===== src/rtl/demux_stream_if.sv =====
// Stream bundle for demux_stream: one valid/ready producer side and N_OUT
// independent valid/ready consumer channels packed into flat vectors.
interface demux_stream_if #(
    parameter int DATA_W = 8,
    parameter int N_OUT  = 4,
    parameter int SEL_W  = 2
);
    logic                    in_valid;
    logic                    in_ready;
    logic [DATA_W-1:0]       in_data;
    logic [SEL_W-1:0]        in_sel;
    logic                    in_bcast;
    logic [N_OUT-1:0]        out_valid;
    logic [N_OUT-1:0]        out_ready;
    logic [N_OUT*DATA_W-1:0] out_data;

    modport slave (
        input  in_valid, in_data, in_sel, in_bcast, out_ready,
        output in_ready, out_valid, out_data
    );

    modport master (
        output in_valid, in_data, in_sel, in_bcast, out_ready,
        input  in_ready, out_valid, out_data
    );
endinterface


===== src/rtl/demux_stream.sv =====
// Registered 1-to-N_OUT stream demultiplexer with broadcast, a one-entry
// register per output channel, and a saturating counter of dropped words.
module demux_stream #(
    parameter int DATA_W = 8,
    parameter int N_OUT  = 4,
    parameter int SEL_W  = 2,
    parameter int CNT_W  = 8
) (
    input  logic             clk,
    input  logic             rst_n,
    demux_stream_if.slave    bus,
    output logic             drop_pulse,
    output logic [CNT_W-1:0] drop_count
);

    logic [N_OUT-1:0]        valid_r;
    logic [N_OUT*DATA_W-1:0] data_r;
    logic                    drop_r;
    logic [CNT_W-1:0]        count_r;

    logic [N_OUT-1:0]        free_s;
    logic [N_OUT-1:0]        hot_s;
    logic [N_OUT-1:0]        load_s;
    logic                    sel_ok_s;
    logic                    ready_s;
    logic                    accept_s;
    logic                    drop_s;

    // Select decode, readiness and per-channel load enables; a channel
    // draining this cycle counts as free so each channel sustains 1 word/cycle.
    always_comb begin
        free_s = {N_OUT{1'b0}};
        hot_s  = {N_OUT{1'b0}};
        for (int i = 0; i < N_OUT; i++) begin
            free_s[i] = ~valid_r[i] | bus.out_ready[i];
            hot_s[i]  = (bus.in_sel == SEL_W'(i));
        end
        sel_ok_s = |hot_s;
        ready_s  = 1'b0;
        if (bus.in_bcast) begin
            ready_s = &free_s;
        end else if (sel_ok_s) begin
            ready_s = |(hot_s & free_s);
        end else begin
            ready_s = 1'b1;
        end
        accept_s = bus.in_valid & ready_s;
        drop_s   = accept_s & ~bus.in_bcast & ~sel_ok_s;
        if (bus.in_bcast) begin
            load_s = {N_OUT{accept_s}};
        end else begin
            load_s = {N_OUT{accept_s}} & hot_s;
        end
    end

    // Output channel registers: a load wins over a same-cycle drain.
    always_ff @(posedge clk or negedge rst_n) begin
        if (!rst_n) begin
            valid_r <= {N_OUT{1'b0}};
            data_r  <= {(N_OUT*DATA_W){1'b0}};
        end else begin
            for (int i = 0; i < N_OUT; i++) begin
                if (load_s[i]) begin
                    valid_r[i]                  <= 1'b1;
                    data_r[i*DATA_W +: DATA_W]  <= bus.in_data;
                end else if (bus.out_ready[i]) begin
                    valid_r[i]                  <= 1'b0;
                end
            end
        end
    end

    // Drop pulse and saturating drop counter.
    always_ff @(posedge clk or negedge rst_n) begin
        if (!rst_n) begin
            drop_r  <= 1'b0;
            count_r <= {CNT_W{1'b0}};
        end else begin
            drop_r <= drop_s;
            if (drop_s && (count_r != {CNT_W{1'b1}})) begin
                count_r <= count_r + CNT_W'(1);
            end
        end
    end

    assign bus.in_ready  = ready_s;
    assign bus.out_valid = valid_r;
    assign bus.out_data  = data_r;
    assign drop_pulse    = drop_r;
    assign drop_count    = count_r;

endmodule

===== src/flat_wrapper.sv =====
// flat-port wrapper written by rule: the top's interface ports become plain ports
module demux_stream_flat 
#(
    parameter int DATA_W = 8,
    parameter int N_OUT  = 4,
    parameter int SEL_W  = 2,
    parameter int CNT_W  = 8
)
  (clk, rst_n, drop_pulse, drop_count, bus_in_valid, bus_in_data, bus_in_sel, bus_in_bcast, bus_out_ready, bus_in_ready, bus_out_valid, bus_out_data);
  demux_stream_if #(.DATA_W(DATA_W), .N_OUT(N_OUT), .SEL_W(SEL_W)) bus_i ();
  input  logic clk;
  input  logic rst_n;
  output logic drop_pulse;
  output logic [CNT_W-1:0] drop_count;
  input wire logic [$bits(bus_i.in_valid)-1:0] bus_in_valid;
  input wire logic [$bits(bus_i.in_data)-1:0] bus_in_data;
  input wire logic [$bits(bus_i.in_sel)-1:0] bus_in_sel;
  input wire logic [$bits(bus_i.in_bcast)-1:0] bus_in_bcast;
  input wire logic [$bits(bus_i.out_ready)-1:0] bus_out_ready;
  output wire logic [$bits(bus_i.in_ready)-1:0] bus_in_ready;
  output wire logic [$bits(bus_i.out_valid)-1:0] bus_out_valid;
  output wire logic [$bits(bus_i.out_data)-1:0] bus_out_data;
  assign bus_i.in_valid = bus_in_valid;
  assign bus_i.in_data = bus_in_data;
  assign bus_i.in_sel = bus_in_sel;
  assign bus_i.in_bcast = bus_in_bcast;
  assign bus_i.out_ready = bus_out_ready;
  assign bus_in_ready = bus_i.in_ready;
  assign bus_out_valid = bus_i.out_valid;
  assign bus_out_data = bus_i.out_data;
  demux_stream #(.DATA_W(DATA_W), .N_OUT(N_OUT), .SEL_W(SEL_W), .CNT_W(CNT_W)) u_core (.clk(clk), .rst_n(rst_n), .bus(bus_i), .drop_pulse(drop_pulse), .drop_count(drop_count));
endmodule

===== config.mk =====
export PLATFORM = sky130hd
export DESIGN_NAME = demux_stream_flat
export DESIGN_NICKNAME = d
export VERILOG_FILES = /design/src/rtl/demux_stream_if.sv /design/src/rtl/demux_stream.sv /design/src/flat_wrapper.sv
export SDC_FILE = /design/constraint.sdc
export NUM_CORES = 1
export LEC_CHECK = 0
export ABC_AREA = 1
export CAP_MARGIN = 20
export CORE_ASPECT_RATIO = 0.9
export CORE_MARGIN = 5
export CORE_UTILIZATION = 46
export DETAILED_ROUTE_END_ITERATION = 10
export GPL_ROUTABILITY_DRIVEN = 0
export PLACE_DENSITY = 0.86
export SLEW_MARGIN = 20
export SYNTH_ARGS = -nofsm -noshare
export SYNTH_HDL_FRONTEND = slang
export SYNTH_SLANG_ARGS = --single-unit

===== constraint.sdc =====
create_clock -name clk -period 1.65 [get_ports clk]
set_input_delay 0.165 -clock clk [delete_from_list [all_inputs] [get_ports clk]]
set_output_delay 0.165 -clock clk [all_outputs]
set_load 0.02 [all_outputs]

; ---- After elaboration in Yosys (flattened, before gate mapping)
; Index checks and enable logic that the tools add are counted.
[op_classes]
n_addsub = 1
n_eq_ne = 4
n_mux = 11
n_bitwise = 15
n_reduce_logical = 9
[ops]
columns = operator, n
row1 = $mux W1, 10
row2 = $add A8 B1 Y8 const B, 1
row3 = $and A4 B4 Y4, 2
row4 = $ne A8 B8 Y1 const B, 1
row5 = $reduce_bool A2 Y1, 4
row6 = $reduce_or A4 Y1, 2
row7 = $not A1 Y1, 6
row8 = $eq A2 B2 Y1 const B, 2
row9 = $mux W4, 1
row10 = $or A1 B1 Y1, 4
row11 = $reduce_and A4 Y1, 1
row12 = $and A1 B1 Y1, 3
row13 = $eq A2 B1 Y1 const B, 1
row14 = $logic_not A2 Y1, 1
row15 = $logic_and A1 B1 Y1, 1
[totals]
register_bits = 45
in_bits = 18
elab_cells = 50

; ---- Depth between registers and ports, before layout
; Gate-level depths: netlist of run 1.
[logic_depth]
ltp_word = 10
mapped_depth = 9

; ---- Worst setup path before layout of run 1
; OpenSTA, ideal clock, no wires.
[synth_timing]
path_type = register to register
start = register u_core.valid_r[3] (netlist: u_core.bus.out_valid[3])
end = register u_core.data_r[16] (netlist: u_core.bus.out_data[16])
setup_ns = 0.118
arrival_time_ns = 1.279
t_required_ns = 1.532
slack_ns = 0.253
stages_incl_launch_ff = 8
n_path_buf = 1
synth_period_minus_slack_ns = 1.397
path_cell_list = dfrtp_1 -> nand2_1 -> nand2_1 -> nor2_1 -> nand4_2 -> clkbuf_1 -> nand3_1 -> nand2_1
[synth_between]
elab_chain_len = 9
word_cells_on_any_way = 10
cone_classes = 3 x mux / 5 x bitwise / 2 x reduce/logical
[synth_rtl]
columns = item, line_no
row1 = "start, declared", demux_stream.sv:16  ; logic [N_OUT-1:0] valid_r;
row2 = "start signal, assigned", demux_stream.sv:59  ; valid_r <= {N_OUT{1'b0}};
row3 = $not A1 Y1 *, demux_stream.sv:35  ; free_s[i] = ~valid_r[i] | bus.out_ready[i];
row4 = $or A1 B1 Y1 *, demux_stream.sv:35
row5 = $and A4 B4 Y4, demux_stream.sv:43  ; ready_s = |(hot_s & free_s);
row6 = $reduce_or A4 Y1, demux_stream.sv:43
row7 = $mux W1, demux_stream.sv:42  ; end else if (sel_ok_s) begin
row8 = $mux W1 *, demux_stream.sv:40  ; if (bus.in_bcast) begin
row9 = $and A1 B1 Y1 *, demux_stream.sv:47  ; accept_s = bus.in_valid & ready_s;
row10 = $and A4 B4 Y4, demux_stream.sv:52  ; load_s = {N_OUT{accept_s}} & hot_s;
row11 = $mux W4 *, demux_stream.sv:49  ; if (bus.in_bcast) begin
row12 = "end signal, assigned", demux_stream.sv:60  ; data_r <= {(N_OUT*DATA_W){1'b0}};
row13 = "end signal, assigned by index", demux_stream.sv:65  ; data_r[i*DATA_W +: DATA_W] <= bus.in_data;
row14 = "end, declared", demux_stream.sv:17  ; logic [N_OUT*DATA_W-1:0] data_r;
; Every way passes the cells marked *; elsewhere a longest branch is shown, timed or not.
; A chain may end at the register's enable or synchronous reset.

; ---- Final worst setup path of run 1
[layout_timing]
start = input port bus_in_sel[0]
end = register u_core.data_r[10] (netlist: u_core.bus.out_data[10])
[layout_between]
elab_chain_len = 8
word_cells_on_any_way = 12
cone_classes = 3 x eq/ne / 3 x mux / 3 x bitwise / 3 x reduce/logical
[layout_rtl]
columns = item, line_no
row1 = "start, declared", flat_wrapper.sv:17  ; input wire logic [$bits(bus_i.in_sel)-1:0] bus_in_sel;
row2 = $eq A2 B1 Y1 (tied with other cells), demux_stream.sv:36  ; hot_s[i] = (bus.in_sel == SEL_W'(i));
row3 = $and A4 B4 Y4, demux_stream.sv:43
row4 = $reduce_or A4 Y1, demux_stream.sv:43
row5 = $mux W1, demux_stream.sv:42
row6 = $mux W1, demux_stream.sv:40
row7 = $and A1 B1 Y1, demux_stream.sv:47
row8 = $and A4 B4 Y4, demux_stream.sv:52
row9 = $mux W4 *, demux_stream.sv:49
; Marks and branches as above.

==> results of run 1 <==
-- layout make-up --
class	count	area share
Multi-Input combinational cell	133	0.249
Tap cell	48	0.0214
Clock buffer	8	0.0286
Inverter	15	0.0201
Sequential cell	45	0.402
Timing Repair Buffer	84	0.280
-- worst max path at each step --
| stage | start | end | slack, ns | cells after the start |
|---|---|---|---|---|
| 2_1_floorplan | u_core.bus.out_valid[3] | u_core.bus.out_data[16] | 0.25 | 7 |
| 4_1_cts | u_core.bus.out_valid[0] | bus_in_ready | 0.02 | 6 |
| 3_3_place_gp | bus_in_sel[1] | bus_in_ready | -0.25 | 8 |
| 5_1_grt | u_core.bus.out_valid[3] | bus_in_ready | 0.006 | 6 |
| 6_report | bus_in_sel[0] | u_core.bus.out_data[10] | 0.11 | 11 |
| 3_5_place_dp | bus_in_sel[1] | bus_in_ready | -0.30 | 8 |
-- flip-flops by register name (all words and copies together) (netlist names) --
register,cells
u_core.bus.out_data,32
u_core.drop_count,8
u_core.bus.out_valid,4
u_core.drop_pulse,1
-- worst register-to-register path: cells and delay by family (launching register included) --
| kind | cells | cell delay (ns) |
|---|---|---|
| simple gates | 6 | 0.62 |
| flops | 1 | 0.38 |
| buf+inv | 2 | 0.36 |
-- layer usage --
metal,vias to the layer above,GRT usage
met5,-,0
met4,0,0.0744
met3,10,0.0546
met2,84,0.297
met1,874,0.268
li1,862,-
-- synth_stat cells --
cell type,count
buf_6,3
o21ai_2,1
dfrtp_1,45
buf_4,1
conb_1,1
buf_2,6
inv_1,14
nand4_2,5
clkbuf_1,9
inv_2,1
nor2_2,2
o21ai_1,1
nand2_1,47
nand3_1,36
nand2_4,2
nand4_1,32
nor2_1,6
-- cell families (layout without fill, tap and decap cells) --
family                 after synthesis  in the layout  synth area share
AO/OA/AOI/OAI                        2              2           0.00694
other                                1              1           0.00189
flip-flops                          45             45             0.568
buffers and inverters               34            107            0.0814
AND/OR/NAND/NOR                    130            130             0.342
-- through the flow --
step / setup WS (ns) / power (mW)
finish: 0.113 / 3.50
global route: 0.00566 / 3.71
CTS: 0.0172 / 3.54
detailed placement: -0.298 / 2.88
global placement: -0.255 / 2.85
floorplan: 0.253 / 2.17
-- repair_timing --
item / in CTS / in global routing
gates resized for setup: 3 / 3
endpoints found under the setup margin: 1 / 4
hold endpoints to repair: 45 / 0
hold buffers: 1 / 0
-- power breakdown --
part           switching, mW  total (mW)  internal, mW
clock network          0.344       0.645         0.301
logic                  0.722        1.36         0.641
registers              0.142        1.49          1.35
==> metrics, run 1 <==
flop2flop setup slack=0.18 ns; synth warn=0; status=finished clean; via/cell ratio=5.50; Hold Crit Endpoint=u_core.drop_count[3]; die area=0.00572 sq mm; sequential share of the synthesized area=0.568; ratio of cells with drive above 1 in the final layout=0.137; Clock Tree Root=clkbuf_8; register bit total from synthesis=45; initial antenna violation count=0; Hold WS=0.378 ns; critical-path maximum fanout=9; dpl cells=324; metal2 WL=2.39 mm; period utilization=0.932; CTS H-tree lvls=2; Core Box Area=0.00413 sq mm; worst hold start=u_core.drop_count[3]; Layout Utilization=0.679; # fillers=336; most frequent cells in the layout=61 x clkdlybuf4s50_1, 46 x nand2_1, 45 x dfrtp_1; Cell Area, Synth=0.00198 sq mm; Sink Count=45; top cell family by delay on the critical path=buffers and inverters; crit path capture type=register; DPL Wire Length=3.68 mm; Antenna Diode Count=0; Avg Cell Area, Syn=9.35 sq um; clock buffer depth=2; CTS tree=done; port bufs=63; Final Slew Violations=0; Design Area, Final=0.00280 sq mm; Met3 Wirelength=552 microns; Worst slew margin=0.625; WL/cell=15.5 microns; Die Y=72.3 microns; synth top area cells=dfrtp_1 57%, nand4_1 10%, nand3_1 9.1%; num ports=64; Syn-to-layout area delta=41.5%; dpl cell area=0.00271 sq mm; Least-Margin Pin Slew=0.563 ns; WL met1=2.14 mm; max incr delay on CP=0.53 ns; drt drc=0; post-synthesis cell type count=17; Worst R2R Start=u_core.bus.out_valid[2]; Fmax achieved=0.651 GHz; DR iter-0 viols=132; FP Rows=22; antenna-violating nets left=0; worst skew pair latency=0.30 ns; sum of buffers and inverters on the critical path=4; final setup skew=0.00704 ns; Reg clk slew, reported paths=0.07 ns; Final Non-Filler Cells=333; Congestion Overflow GR=0; CP required=1.83 ns; Pwr Density=1250 mW/mm^2; worst min path class=register to register; Yosys top cell area share=0.568; most frequent cell on the critical path=nand2_1; crit path DAT=1.72 ns; WHS Path Cells=0; Mapped Cells=212; first-pass iteration count of the detailed router=4; Synth area leader=dfrtp_1; reg2reg path depth=8; Lkg Pwr=1.41 nW; postcts setup bufs=0; final setup violating endpoints=0; via count=1830; top layer in use=met4; slowest stage cell, crit path=clkdlybuf4s50_1; end of the worst register-to-register path=u_core.bus.out_data[10]; setup_tns=0 ns; VDD IR max=859 uV; vias in the first global route=1806; final hold vios=0; CP Class=input port to register; Min Clock Period, post-route=1.54 ns; FF/Latch Area=0.00113 sq mm; crit start category=input port; Die X=79.2 microns; Routed Wire Length=5.17 mm; CP cell instances=clkdlybuf4s50_1 > inv_1 > nor2_2 > buf_4 > nand2_1 > nand2_1 > inv_1 > nand2_4 > nand4_2 > nand3_1 > nand2_1; net count of the mapped netlist=230; Inserted Clock Buffers=5; Starting Density=0.480; pin count of the biggest net entering global routing=46; Max Cap Viol=0; All-Layer GR Usage=0.196; area of the multi-input gates=697 sq um; nets@finish=302; RSZ-0062 raised after global routing=no; first-pass GRT wire length=8.65 mm; commonest non-fill, non-tap cell in the layout=clkdlybuf4s50_1
(Power assumes the default switching activity.)
==> run 2: changes to the inputs <==
- clock period: 1.65 -> 1.7 ns (I/O delays scaled with it)
==> run 2 against run 1 <==
  * Total power shrank 1.4%
  * Via count shrank 2.7%
  * Critical path depth is the same
  * Non-clock buffer count shrank 1
  * Critical path type unchanged
  * Critical endpoint is now u_core.bus.out_data[8]
==> metrics, run 2 (synthesis results as in run 1) <==
first-pass GRT wire length=8.80 mm (+1.7%); clock buffer depth=2 (unchanged); Inserted Clock Buffers=5 (unchanged); pin count of the biggest net entering global routing=33 (-28%); postcts setup bufs=0 (unchanged); Die X=79.2 microns (unchanged); Fmax achieved=0.654 GHz; DR iter-0 viols=135 (+2.3%); WL/cell=15.8 microns (+1.9%); Antenna Diode Count=0 (unchanged); status=finished clean; Routed Wire Length=5.25 mm (+1.6%); slowest stage cell, crit path=clkdlybuf4s50_1; Die Y=72.3 microns (unchanged); Hold WS=0.283 ns (-0.0948 ns); crit start category=input port; vias in the first global route=1796 (-0.55%); CTS H-tree lvls=2 (unchanged); Starting Density=0.480 (unchanged); flop2flop setup slack=0.22 ns (+0.04 ns); top cell family by delay on the critical path=buffers and inverters; RSZ-0062 raised after global routing=no; setup ws final=0.171 ns (+0.0581 ns); initial antenna violation count=0 (unchanged); period utilization=0.899; final setup skew=0.00495 ns (-0.00209 ns); FP Rows=22 (unchanged); CP cell instances=clkdlybuf4s50_1 > inv_1 > nor2_2 > buf_4 > nand2_1 > nand2_1 > inv_1 > nand2_4 > nand4_2 > nand3_1 > nand2_1; drt drc=0 (unchanged); max incr delay on CP=0.55 ns (+0.02 ns); Lkg Pwr=1.42 nW (+0.83%); Pwr Density=1220 mW/mm^2 (-2.2%); CP Class=input port to register; pre-CTS setup slack=-0.273 ns (+0.0251 ns); worst min path class=input port to asynchronous set/reset pin; nets@finish=301 (-0.33%); max FFs per register=32 (unchanged); CP required=1.89 ns (+0.06 ns); Sink Count=45 (unchanged); most frequent cell on the critical path=nand2_1; Syn-to-layout area delta=42.6%; port bufs=63 (unchanged); VDD IR max=935 uV (+8.9%); most frequent cells in the layout=61 x clkdlybuf4s50_1, 47 x nand2_1, 45 x dfrtp_1; crit path DAT=1.72 ns (about the same); critical-path maximum fanout=9 (unchanged); final hold vios=0 (unchanged); All-Layer GR Usage=0.197 (+0.000857); Final Slew Violations=0 (unchanged); via count=1781 (-2.7%); ratio of cells with drive above 1 in the final layout=0.141 (+0.00400); first-pass iteration count of the detailed router=4 (unchanged); Min Clock Period, post-route=1.53 ns; worst skew pair latency=0.30 ns (about the same); commonest non-fill, non-tap cell in the layout=clkdlybuf4s50_1; antenna-violating nets left=0 (unchanged); Congestion Overflow GR=0 (unchanged); Max Cap Viol=0 (unchanged); Reg clk slew, reported paths=0.09 ns (+0.02 ns); Core Box Area=0.00413 sq mm (unchanged); sum of buffers and inverters on the critical path=4 (unchanged); DPL Wire Length=3.77 mm (+2.5%); crit path capture type=register; num ports=64 (unchanged); Clock Tree Root=clkbuf_8; die area=0.00572 sq mm (unchanged); CTS tree=done; via/cell ratio=5.36 (-2.4%); final setup violating endpoints=0 (unchanged)
-- run 2: worst reg2reg max path, delay by kind of cell, from the launching register on --
kind | cells | cell delay (ns)
simple gates | 6 | 0.64
flops | 1 | 0.39
buf+inv | 2 | 0.34
-- run 2: worst paths after layout --
kind,from,endpoint,cells past startpoint
min in group clk,u_core.drop_count[3],u_core.drop_count[3],0
hold reg to reg,u_core.drop_count[3],u_core.drop_count[3],0
max in group asynchronous,rst_n,u_core.bus.out_valid[2],3
hold / removal,rst_n,u_core.drop_count[1],2
setup reg to reg,u_core.bus.out_valid[0],u_core.bus.out_data[7],8
setup / recovery,bus_in_sel[0],u_core.bus.out_data[8],11
-- run 2: power by group --
group | internal (mW) | leakage [nW] | switching (mW)
Clock | 0.292 | 0.0445 | 0.380
Combinational | 0.623 | 0.814 | 0.705
Sequential | 1.31 | 0.559 | 0.140
Total | 2.22 | 1.42 | 1.22
-- run 2: what timing repair did --
| item | 4_1_cts | 5_1_grt |
|---|---|---|
| hold buffers | 1 | 0 |
| cloned | 0 | 0 |
| gates resized for setup | 2 | 1 |
| setup endpoints to repair | 1 | 1 |
| pin swaps | 0 | 0 |
| endpoints found under the hold margin | 14 | 0 |
-- run 2: cell type report --
cell class	count	area, sq um
multi-input cells	133	694
repair buffers	83	798
well taps	48	60.1
inverters	15	56.3
fillers	331	1300
clock buffers	5	68.8
flip-flops and latches	45	1130
clock inverters	3	21.3
-- run 2: per-layer routing --
metal | global-route usage | wire length, microns
met1 | 0.263 | 2240
met5 | 0 | 0
met3 | 0.0682 | 519
met2 | 0.307 | 2440
met4 | 0.0496 | 55
-- run 2: metrics by stage --
step           area (sq um)   util  cells  TNS, ns  power [mW]
5_1_grt                2830  0.684    332        0        3.63
3_3_place_gp           2730  0.661    323    -2.15        2.77
2_1_floorplan          1980      -    212        0        2.11
6_report               2830  0.684    332        0        3.45
4_1_cts                2830  0.685    332        0        3.47
3_5_place_dp           2730  0.661    323    -3.34        2.80
==> run 3: changes to the inputs <==
- GPL_TIMING_DRIVEN: default -> 0
- SETUP_SLACK_MARGIN: default -> 0.05
- clock period: 1.7 -> 1.6 ns (I/O delays scaled with it)
==> run 3 against run 2 <==
  * Final cell count grew 1.5%
  * Flip-flop and latch count unchanged
  * Worst hold slack got worse by 0.033 ns
  * Clock skew grew 0.0040 ns
  * Routed wire length grew 2.5%
  * Critical path depth down 4
  * Critical path type is now register to primary output
  * Largest power group unchanged
==> metrics, run 3 (synthesis results as in run 1) <==
max FFs per register=32 (unchanged); crit start category=register; CP cell instances=nand2_2 > nand2_1 > nand2_2 > o21ai_2 > nand2_4 > buf_6 > buf_6; Starting Density=0.480 (unchanged); CP required=1.44 ns (-0.45 ns); max incr delay on CP=0.36 ns (-0.19 ns); Die Y=72.3 microns (unchanged); crit path capture type=primary output; first-pass GRT wire length=9.03 mm (+2.6%); period utilization=0.969; CTS H-tree lvls=2 (unchanged); via count=1834 (+3.0%); top cell family by delay on the critical path=flip-flops; Fmax achieved=0.645 GHz; RSZ-0062 raised after global routing=yes; drt drc=0 (unchanged); reg2reg path depth=8 (unchanged); Int Pwr=2.38 mW (+7.2%); VDD IR max=838 uV (-10%); nets@finish=306 (+1.7%); Hold WS=0.250 ns (-0.0333 ns); pin count of the biggest net entering global routing=31 (-6.1%); num ports=64 (unchanged); die area=0.00572 sq mm (unchanged); Worst R2R Start=u_core.bus.out_valid[1]; commonest non-fill, non-tap cell in the layout=clkdlybuf4s50_1; port bufs=61 (-3.2%); initial antenna violation count=0 (unchanged); status=finished clean; CP Class=register to primary output; Core Box Area=0.00413 sq mm (unchanged); antenna-violating nets left=0 (unchanged); sum of buffers and inverters on the critical path=2 (-2); worst skew pair latency=0.29 ns (about the same); ratio of cells with drive above 1 in the final layout=0.156 (+0.0149); WHS Path Cells=3; Die X=79.2 microns (unchanged); vias in the first global route=1889 (+5.2%); crit path DAT=1.39 ns (-0.33 ns); Hold Crit Endpoint=u_core.bus.out_data[23]; Congestion Overflow GR=0 (unchanged); Design Area, Final=0.00285 sq mm (+0.89%); CTS tree=done; final setup violating endpoints=0 (unchanged); setup ws final=0.0490 ns (-0.122 ns); Switching Power=1.26 mW (+3.3%); worst min path class=input port to register; Reg clk slew, reported paths=0.08 ns (about the same); Final Non-Filler Cells=337 (+1.5%); switching part of the total=0.347 (-0.00852); Sink Count=45 (unchanged); WL/cell=16.0 microns (+0.97%); DR iter-0 viols=87 (-36%); flop2flop setup slack=0.12 ns (-0.10 ns); power share of the combinational group=0.398 (+0.013); via/cell ratio=5.44 (+1.4%); clock buffer depth=2 (unchanged); dpl cells=322 (-0.31%); cell count along the critical path=7 (-4); end of the worst register-to-register path=u_core.bus.out_data[11]; first-pass iteration count of the detailed router=4 (unchanged); Max Cap Viol=0 (unchanged); final setup skew=0.00897 ns (+0.00402 ns); Lkg Pwr=1.41 nW (-0.34%); slowest stage cell, crit path=dfrtp_1; critical-path maximum fanout=3 (-6); final hold vios=0 (unchanged); All-Layer GR Usage=0.202 (+0.00548); most frequent cells in the layout=57 x clkdlybuf4s50_1, 45 x dfrtp_1, 39 x nand2_1; Min Clock Period, post-route=1.55 ns; FP Rows=22 (unchanged); Final Slew Violations=0 (unchanged); Routed Wire Length=5.38 mm (+2.5%); Syn-to-layout area delta=43.8%; pre-CTS setup slack=-0.688 ns (-0.415 ns); Antenna Diode Count=0 (unchanged); Inserted Clock Buffers=5 (unchanged); Pwr Density=1280 mW/mm^2 (+4.9%); Clk pwr share=0.180 (-0.015); dpl cell area=0.00267 sq mm (-2.3%); Clock Tree Root=clkbuf_8; DPL Wire Length=3.89 mm (+3.1%); Flop pwr share=0.422 (+0.003); worst hold start=bus_in_valid
## run 3: changes by cell type in the layout (fill, tap and decap cells not counted), sizes merged
cell           change
buf                -2
clkbuf            +12
clkdlybuf4s50      -4
clkinv             -1
clkinvlp           -1
dlygate4sd2        +2
inv                -1
## run 3: routing by layer
metal	part of all wire	global-route usage
met1	0.40	0.260
met4	0.018	0.0668
met5	0	0
met3	0.098	0.0645
met2	0.48	0.325
## run 3: worst max-delay path by stage
stage | slack, ns | endpoint | start
3_3_place_gp | -0.73 | u_core.bus.out_valid[0] | rst_n
5_1_grt | -0.02 | bus_in_ready | u_core.bus.out_valid[0]
3_5_place_dp | -0.69 | bus_in_ready | bus_in_sel[0]
2_1_floorplan | 0.20 | u_core.bus.out_data[16] | u_core.bus.out_valid[3]
4_1_cts | 0.05 | bus_in_ready | u_core.bus.out_valid[2]
6_report | 0.05 | bus_in_ready | u_core.bus.out_valid[0]
## run 3: through the flow
step                      setup TNS (ns)   util  total power, mW
after global routing             -0.0219  0.690             3.86
after global placement            -38.48  0.642             2.92
after detailed placement           -7.55  0.646             2.96
final                                  0  0.690             3.65
after floorplan                        0      -             2.24
after CTS                              0  0.677             3.65
## run 3: cell type report
cell class,count,area (sq um)
Sequential cell,45,1130
Buffer,19,111
Clock buffer,8,80.1
Timing Repair Buffer,69,679
Multi-Input combinational cell,133,737
Tap cell,48,60.1
Inverter,15,56.3
Fill cell,334,1280
## run 3: timing repair
| item | CTS | global route |
|---|---|---|
| buffers inserted | 3 | 3 |
| setup endpoints to repair | 2 | 27 |
| hold buffers | 1 | 0 |
| endpoints found under the hold margin | 15 | 0 |
| pin swaps | 4 | 5 |
| gates resized for setup | 13 | 12 |
## run 3: power groups by stage
stage,Combinational [mW],Sequential (mW),Clock (mW)
after detailed placement,1.40,1.56,0
final,1.45,1.54,0.656
after CTS,1.44,1.54,0.674
after global placement,1.37,1.55,0
after global routing,1.56,1.57,0.730
after floorplan,0.389,1.85,0
## run 3: worst register-to-register path: cells and delay by family (launching register included)
kind / cells / cell delay (ns)
flops: 1 / 0.39
buf+inv: 1 / 0.06
simple gates: 7 / 0.93
